--- config.mk ---
export PLATFORM = sky130hd
export DESIGN_NAME = hazard_ctrl_unit
export DESIGN_NICKNAME = d
export VERILOG_FILES = /design/src/rtl/hazard_ctrl_unit_pkg.sv /design/src/rtl/hazard_ctrl_unit_fwd_select.sv /design/src/rtl/hazard_ctrl_unit.sv
export SDC_FILE = /design/constraint.sdc
export NUM_CORES = 1
export LEC_CHECK = 0
export ABC_AREA = 1
export BUFFER_PORTS_ARGS = -buffer_cell sky130_fd_sc_hd__buf_2
export CAP_MARGIN = 20
export CORE_ASPECT_RATIO = 0.6
export CORE_MARGIN = 10
export CORE_UTILIZATION = 30
export DETAILED_ROUTE_END_ITERATION = 16
export PLACE_DENSITY = 0.59
export SETUP_SLACK_MARGIN = 0.05
export SLEW_MARGIN = 20
export SYNTH_ARGS = -nofsm -noshare
export SYNTH_HDL_FRONTEND = slang
export SYNTH_SLANG_ARGS = --single-unit
export TNS_END_PERCENT = 30
--- constraint.sdc ---
create_clock -name clk -period 3 [get_ports clk]
set_input_delay 0.45 -clock clk [delete_from_list [all_inputs] [get_ports clk]]
set_output_delay 0.45 -clock clk [all_outputs]
set_load 0.01 [all_outputs]
--- src/rtl/hazard_ctrl_unit_pkg.sv ---
// Shared types and constants for the pipeline hazard controller.
package hazard_pkg;

  // Longest load-to-use bubble sequence the stall counter can express.
  localparam int LD_LAT_MAX = 7;

  // E-stage operand source: register file, W-stage result or M-stage result.
  typedef enum logic [1:0] {
    FWD_NONE = 2'd0,
    FWD_W    = 2'd1,
    FWD_M    = 2'd2
  } fwd_sel_t;

  // Controller state: normal flow, load-use bubble insertion, memory freeze.
  typedef enum logic [1:0] {
    RUN      = 2'd0,
    LU_STALL = 2'd1,
    MEM_WAIT = 2'd2
  } haz_state_t;

endpackage

--- src/rtl/hazard_ctrl_unit_fwd_select.sv ---
// Forwarding select for a single E-stage source operand.
// x0 never forwards; a match in M beats a match in W because M is younger.
module fwd_select
  import hazard_pkg::*;
#(
  parameter int REG_ADDR_W = 5
) (
  input  logic [REG_ADDR_W-1:0] rs,
  input  logic [REG_ADDR_W-1:0] rd_m,
  input  logic                  reg_wr_m,
  input  logic [REG_ADDR_W-1:0] rd_w,
  input  logic                  reg_wr_w,
  output fwd_sel_t              sel
);

  // Pick the youngest in-flight producer of this source register.
  always_comb begin
    sel = FWD_NONE;
    if (rs != '0) begin
      if (reg_wr_m && (rs == rd_m)) begin
        sel = FWD_M;
      end else if (reg_wr_w && (rs == rd_w)) begin
        sel = FWD_W;
      end
    end
  end

endmodule

--- src/rtl/hazard_ctrl_unit.sv ---
// Hazard controller for the in-order F/D/E/M/W pipeline: E-stage forwarding,
// load-use bubble insertion, branch flush and data-memory freeze.
// Optional build macro HAZ_PERF_CNT_EN adds saturating stall/flush counters.
module hazard_ctrl_unit
  import hazard_pkg::*;
#(
  parameter int REG_ADDR_W = 5,
  parameter int NUM_SRC    = 2,
  parameter int LD_LAT     = 1
) (
  input  logic                          clk,
  input  logic                          rst_n,
  input  logic [NUM_SRC*REG_ADDR_W-1:0] rs_D,
  input  logic [NUM_SRC*REG_ADDR_W-1:0] rs_E,
  input  logic [REG_ADDR_W-1:0]         rd_E,
  input  logic                          reg_wr_E,
  input  logic                          is_load_E,
  input  logic [REG_ADDR_W-1:0]         rd_M,
  input  logic                          reg_wr_M,
  input  logic [REG_ADDR_W-1:0]         rd_W,
  input  logic                          reg_wr_W,
  input  logic                          branch_taken_E,
  input  logic                          mem_busy,
  output logic [NUM_SRC*2-1:0]          fwd_sel_E,
  output logic                          stall_F,
  output logic                          stall_D,
  output logic                          stall_E,
  output logic                          stall_M,
  output logic                          flush_D,
  output logic                          flush_E
`ifdef HAZ_PERF_CNT_EN
  ,
  output logic [31:0]                   stall_cycles,
  output logic [31:0]                   flush_events
`endif
);

  // Counter value loaded on the first bubble; the RUN cycle itself is bubble one.
  localparam int          LdLatClamped = (LD_LAT > LD_LAT_MAX) ? LD_LAT_MAX : LD_LAT;
  localparam logic [2:0]  LuReload     = 3'(LdLatClamped - 1);

  haz_state_t state_q, state_d;
  haz_state_t ret_state_q, ret_state_d;
  haz_state_t eff_state;
  logic [2:0] cnt_q, cnt_d;
  logic       lu_hit;
  logic       stall_f_int, stall_d_int, stall_e_int, stall_m_int;
  logic       flush_d_int, flush_e_int;

  // One forwarding comparator per source operand slice.
  for (genvar i = 0; i < NUM_SRC; i++) begin : g_fwd
    fwd_sel_t sel;
    fwd_select #(.REG_ADDR_W(REG_ADDR_W)) u_fwd_select (
      .rs       (rs_E[i*REG_ADDR_W +: REG_ADDR_W]),
      .rd_m     (rd_M),
      .reg_wr_m (reg_wr_M),
      .rd_w     (rd_W),
      .reg_wr_w (reg_wr_W),
      .sel      (sel)
    );
    assign fwd_sel_E[2*i +: 2] = sel;
  end

  // A load in E whose destination is read by any D-stage source.
  always_comb begin
    lu_hit = 1'b0;
    for (int i = 0; i < NUM_SRC; i++) begin
      if (rs_D[i*REG_ADDR_W +: REG_ADDR_W] == rd_E) begin
        lu_hit = 1'b1;
      end
    end
    lu_hit = lu_hit && is_load_E && reg_wr_E && (rd_E != '0);
  end

  // Next-state and stall/flush decode; memory freeze beats branch beats load-use.
  always_comb begin
    state_d     = state_q;
    cnt_d       = cnt_q;
    ret_state_d = ret_state_q;
    stall_f_int = 1'b0;
    stall_d_int = 1'b0;
    stall_e_int = 1'b0;
    stall_m_int = 1'b0;
    flush_d_int = 1'b0;
    flush_e_int = 1'b0;
    eff_state   = (state_q == MEM_WAIT) ? ret_state_q : state_q;

    if (mem_busy) begin
      stall_f_int = 1'b1;
      stall_d_int = 1'b1;
      stall_e_int = 1'b1;
      stall_m_int = 1'b1;
      state_d     = MEM_WAIT;
      if (state_q != MEM_WAIT) begin
        ret_state_d = state_q;
      end
    end else if (branch_taken_E) begin
      flush_d_int = 1'b1;
      flush_e_int = 1'b1;
      state_d     = RUN;
      cnt_d       = 3'd0;
      ret_state_d = RUN;
    end else begin
      ret_state_d = RUN;
      case (eff_state)
        LU_STALL: begin
          stall_f_int = 1'b1;
          stall_d_int = 1'b1;
          flush_e_int = 1'b1;
          if (cnt_q <= 3'd1) begin
            state_d = RUN;
            cnt_d   = 3'd0;
          end else begin
            state_d = LU_STALL;
            cnt_d   = cnt_q - 3'd1;
          end
        end
        default: begin
          state_d = RUN;
          if (lu_hit) begin
            stall_f_int = 1'b1;
            stall_d_int = 1'b1;
            flush_e_int = 1'b1;
            if (LdLatClamped > 1) begin
              state_d = LU_STALL;
              cnt_d   = LuReload;
            end
          end
        end
      endcase
    end
  end

  // Controller state registers.
  always_ff @(posedge clk or negedge rst_n) begin
    if (!rst_n) begin
      state_q     <= RUN;
      ret_state_q <= RUN;
      cnt_q       <= 3'd0;
    end else begin
      state_q     <= state_d;
      ret_state_q <= ret_state_d;
      cnt_q       <= cnt_d;
    end
  end

  // Reset silences every pipeline control immediately, not just at the next edge.
  assign stall_F = rst_n & stall_f_int;
  assign stall_D = rst_n & stall_d_int;
  assign stall_E = rst_n & stall_e_int;
  assign stall_M = rst_n & stall_m_int;
  assign flush_D = rst_n & flush_d_int;
  assign flush_E = rst_n & flush_e_int;

`ifdef HAZ_PERF_CNT_EN
  logic [31:0] stall_cycles_q, stall_cycles_d;
  logic [31:0] flush_events_q, flush_events_d;

  // Saturating event counters for stalled-decode and flushed-decode cycles.
  always_comb begin
    stall_cycles_d = stall_cycles_q;
    flush_events_d = flush_events_q;
    if (stall_d_int && (stall_cycles_q != '1)) begin
      stall_cycles_d = stall_cycles_q + 32'd1;
    end
    if (flush_d_int && (flush_events_q != '1)) begin
      flush_events_d = flush_events_q + 32'd1;
    end
  end

  // Performance counter registers.
  always_ff @(posedge clk or negedge rst_n) begin
    if (!rst_n) begin
      stall_cycles_q <= 32'd0;
      flush_events_q <= 32'd0;
    end else begin
      stall_cycles_q <= stall_cycles_d;
      flush_events_q <= flush_events_d;
    end
  end

  assign stall_cycles = stall_cycles_q;
  assign flush_events = flush_events_q;
`else
  // Counters are not built in this configuration.
`endif

endmodule

* Yosys cells after proc, flatten, opt, wreduce, memory -nomap -nowiden *
Cells that the tools add are included.

storage, ports and cells
  bits in registers = 7
  bits of input ports = 43
  output and inout bits = 10
  logic and storage cells = 59

cells by class
  add/subtract/negate cells = 1
  $lt $le $gt $ge = 1
  equality and inequality tests = 10
  multiplexer cells = 27
  bitwise operators = 5
  reduce and logical (&&, ||, !) cells = 12

operators by type and width
  kind                                                                               number
  5-bit equality test                                                                6
  2-bit two-way mux                                                                  10
  5-bit nonzero test                                                                 3
  1-bit two-way mux                                                                  14
  3-bit two-way mux                                                                  3
  1-bit logical AND                                                                  7
  1-bit AND                                                                          4
  3-bit by 1-bit less-or-equal comparator with 1-bit output (second input constant)  1
  3-bit by 1-bit subtractor with 3-bit output (second input constant)                1
  2-bit by 1-bit equality test with 1-bit output (second input constant)             1
  2-bit equality test (second input constant)                                        1
  2-bit by 1-bit != test with 1-bit output (second input constant)                   1
  2-bit != test (second input constant)                                              1
  2-bit AND reduction                                                                1
  2-bit nonzero test                                                                 1
  1-bit inverter                                                                     1

* Longest topological paths before layout *
  word-level depth = 11
  depth in mapped cells = 11
  mapped depth without buffers = 10

* Cells and area by module *
A second synthesis with hierarchy kept.

unflattened totals
  cells, all modules = 212
  area, all modules = 1063.5 um2

modules (own cells, without submodules)
  module            times used  cells an instance  area an instance (um2)  sequential area each (um2)
  hazard_ctrl_unit  1           98                 588.1                   175.2
  fwd_select        2           57                 237.7                   0.0

* Worst setup path before layout *
OpenSTA, ideal clock, no wires.

  path type = input to output
  start point = input port rd_E[2]
  end point = output port stall_F
  arrival = 1189 ps
  data required time = 2550 ps
  slack = 1361 ps
  stages = 9
  path buffers = 1
  path through = nor3_1 nand3_1 nand3_1 inv_1 nand2_1 nand2_1 nand2_1 nand2_1 buf_4

on the way
  word-level cells in the longest chain between the ends = 11
  elaborated cells on any way between the ends = 13
  classes of those cells = eq/ne: 2; mux: 6; bitwise: 1; reduce/logical: 4

ends and longest elaborated chain
  what                               line                    RTL
  start, declared                    hazard_ctrl_unit.sv:15  input logic [REG_ADDR_W-1:0] rd_E,
  5-bit equality test                hazard_ctrl_unit.sv:68  if (rs_D[i*REG_ADDR_W +: REG_ADDR_W] == rd_E) begin
  1-bit two-way mux (2 in series)    hazard_ctrl_unit.sv:68
  1-bit logical AND (2 in series)    hazard_ctrl_unit.sv:72  lu_hit = lu_hit && is_load_E && reg_wr_E && (rd_E != '0);
  1-bit logical AND *                hazard_ctrl_unit.sv:72
  1-bit two-way mux * (4 in series)  n/a
  1-bit AND *                        n/a
  end, declared                      hazard_ctrl_unit.sv:25  output logic stall_F,

Every way passes the cells marked *; elsewhere a longest branch is shown, timed or not.

* Worst setup path in the final report *
  start point = input port rd_E[2]
  end point = output port stall_F

on the way
  word-level cells in the longest chain between the ends = 11
  elaborated cells on any way between the ends = 13
  classes of those cells = eq/ne: 2; mux: 6; bitwise: 1; reduce/logical: 4

ends and longest elaborated chain
  what                             line                     RTL
  5-bit equality test              hazard_ctrl_unit.sv:68
  1-bit two-way mux (2 in series)  hazard_ctrl_unit.sv:68
  1-bit logical AND (2 in series)  hazard_ctrl_unit.sv:72
  1-bit logical AND *              hazard_ctrl_unit.sv:72
  1-bit two-way mux *              hazard_ctrl_unit.sv:120  if (lu_hit) begin
  1-bit two-way mux *              hazard_ctrl_unit.sv:105  case (eff_state)
  1-bit two-way mux *              hazard_ctrl_unit.sv:97   end else if (branch_taken_E) begin
  1-bit two-way mux *              hazard_ctrl_unit.sv:88   if (mem_busy) begin
  1-bit AND *                      hazard_ctrl_unit.sv:148  assign stall_F = rst_n & stall_f_int;

Marked as above.

==> results.toml <==
[global_route]
grt_max_degree = 10
grt_pass1_wl_um = 4530
grtUsageTotal_pct = 9.40
antenna_found_initial = 0
grt_pass1_vias = 959
grt_remaining_overflow = 0

[synthesis]
syn_nets = 204
synthArstFlopShare_pct = 100
synth-seq-cells = 7
netlist.area_leader.share_pct = 19.0
synthTopCellsByCount = "nand2_1 (38), inv_1 (28), nor2_1 (20)"
synth_largest_area_cell = "dfrtp_1"
netlist_area_um2 = 923
yosys.cell_count.top_type = "nand2_1"
ys.flop_type = "dfrtp_1"
syn_inst = 159
yosysWarningCount = 0
synth.avg_cell_area_um2 = 5.81
ys_seq_area_share_pct = 19.0
ys_top_cells_by_area = "dfrtp_1 (19%), nand2_1 (15%), inv_1 (11%), nor2_1 (8.1%), xor2_1 (6.6%)"
synth-edff-count = 0
yosysUniqueCellTypes = 27

[clock_network]
cts_tree = "built"
clk-insertion-delay-late_ns = 0.23
clk_path_buf_depth = 2
clock_sinks = 7
root_buffer = "clkbuf_8"
hold_buffers = 0
cts.clk_slew.worst_paths_ns = 0.04
post_cts_buffers = 0
cts_made_buffers = 3
cts_max_level = 1
cts_resized = 0

[setup_path]
cp_slowest_cell = "nor3_1"
cp_top_family = "simple AND/OR/NAND/NOR gates"
worstPathArrival_ns = 1.37
cpPeakStageDelay_ns = 0.18
crit_path_end_kind = "output pin"
cp.required_ns = 2.55
path_max_fanout = 4
critPathBufInv = 3
critPathMostFrequentCell = "nand2_1"
crit_type = "in -> out"
cp-start-kind = "primary input"
path_cells = "buf_2 > nor3_1 > nand3_1 > nand3_1 > inv_1 > nand2_1 > nand2_1 > nand2_1 > nand2_1 > buf_2"

[layout]
drive_gt1_share_pct = 33.3
nFillCells = 321
final_cells = 255
nNetsFinal = 259
antenna_cells = 0
area_growth_pct = 37.1

[timing]
worstMarginPinSlew_ns = 0.274
rsz0062_at_grt = "no"
finalHoldViolations = 0
min_period_ns = 1.82
fin_worst_skew_ns = 0.00346
setup_viol = 0
maxSlewHeadroom_pct = 81.6
max_freq_ghz = 0.548
setup_ws_ns = 1.18
final_max_slew_viol_count = 0
fin_crit_sh_pct = 60.8
fin_setup_tns_ns = 0

[routing]
via_per_inst = 4.21
drt_iter0_markers = 59
first_pass_iters = 4
ant_nets = 0
wl_um = 2880
vias = 1073
drc_errors = 0
drt-wirelength-per-cell_um = 11.3

[floorplanning]
die_w_um = 91.6
initial_utilization_pct = 31.7
ios = 53
die_h_um = 63.0
fp-row-count = 15
coreArea_mm2 = 0.00291
die_area_mm2 = 0.00577

[power_and_ir_drop]
power_mw = 0.373
power_leakage_nw = 0.783
ir_worst_vdd_uv = 131
powerDensity_mw_per_mm2 = 295

[run]
cap_violations = 0

[run_status]
status = "completed"

[placement]
io_buffers = 52
placedCellCount = 251
dp_hpwl_um = 2570
routabilityCongestion = 0.871
pre_cts_ws_ns = 1.17

[worst_hold_path]
min_path_type = "in -> async"
[cell families (layout without fill, tap and decap cells)]
family	Yosys count	in the layout	synth area share (%)
buffers and inverters	39	93	16.8
and+or+nand+nor	83	83	38.8
adders and majority gates	2	2	2.71
AOI/OAI and AO/OA	18	18	13.3
xor gates and xnor gates	10	10	9.49
DFF	7	7	19.0
[layer usage]
layer  global-route usage, %  routed length (um)  vias up
li1                        -                   -      599
met3                    3.72                 234        2
met4                    2.33                  12        0
met2                    11.8                1100       43
met1                    13.8                1530      429
met5                       0                   0        -
[placed cells by master, fill, tap and decap left out]
master	count
buf_2	52
nand2_1	38
clkinv_1	1
a221oi_1	1
a21oi_2	2
clkinv_2	1
nor4_2	1
nor2b_1	1
inv_2	7
xnor2_1	3
clkbuf_8	3
a211oi_2	1
nand2_2	2
xor2_1	7
a21oi_1	3
clkbuf_1	1
o21ai_1	2
o22ai_1	5
nor3_1	8
a211oi_1	2
nor2_1	20
dfrtp_1	7
nand3_1	10
nand4_1	1
inv_1	28
a21o_1	1
nor2_2	2
o21ai_0	1
ha_1	2
[power by group]
part | switching (mW) | internal (mW) | total [mW]
clock network | 0.0420 | 0.0920 | 0.134
registers | 0.00478 | 0.0999 | 0.105
logic | 0.0747 | 0.0595 | 0.134
[flip-flops by register name (all words and copies together), names as in the netlist]
signal,flops
cnt_q,3
ret_state_q,2
state_q,2
[per-stage QoR]
stage          cell area, um2  utilization (%)  hold slack [ns]
2_1_floorplan             923                -            0.154
3_3_place_gp             1220             42.0            0.304
3_5_place_dp             1220             42.0            0.305
4_1_cts                  1270             43.5           0.0634
5_1_grt                  1270             43.5           0.0665
6_report                 1270             43.5           0.0591
[worst paths after layout]
check,from,endpoint,slack (ns),cells past startpoint
max,rd_E[2],stall_F,1.18,10
min,rst_n,ret_state_q[0],0.06,1
max reg2reg,cnt_q[1],cnt_q[0],1.77,9
min reg2reg,cnt_q[0],cnt_q[0],0.51,1
max in group asynchronous,rst_n,state_q[1],2.76,1
min in group clk,mem_busy,state_q[1],0.44,1
[worst reg2reg max path: stages, from the launching register on]
cell      delay (ns)
dfrtp_1         0.37
inv_2           0.08
ha_1            0.16
a21oi_2         0.04
nor2_1          0.15
nor2_2          0.05
nand2_2         0.07
clkinv_2        0.06
nor2_1          0.08
a21oi_1         0.04
[layout make-up]
cell class | instances | area (um2) | area share [%]
clock buffers | 4 | 45.0 | 3.56
flip-flops and latches | 7 | 175 | 13.8
multi-input cells | 113 | 593 | 46.8
inverters | 37 | 140 | 11.1
repair buffers | 52 | 260 | 20.6
well taps | 42 | 52.6 | 4.15
(Power assumes the default switching activity.)
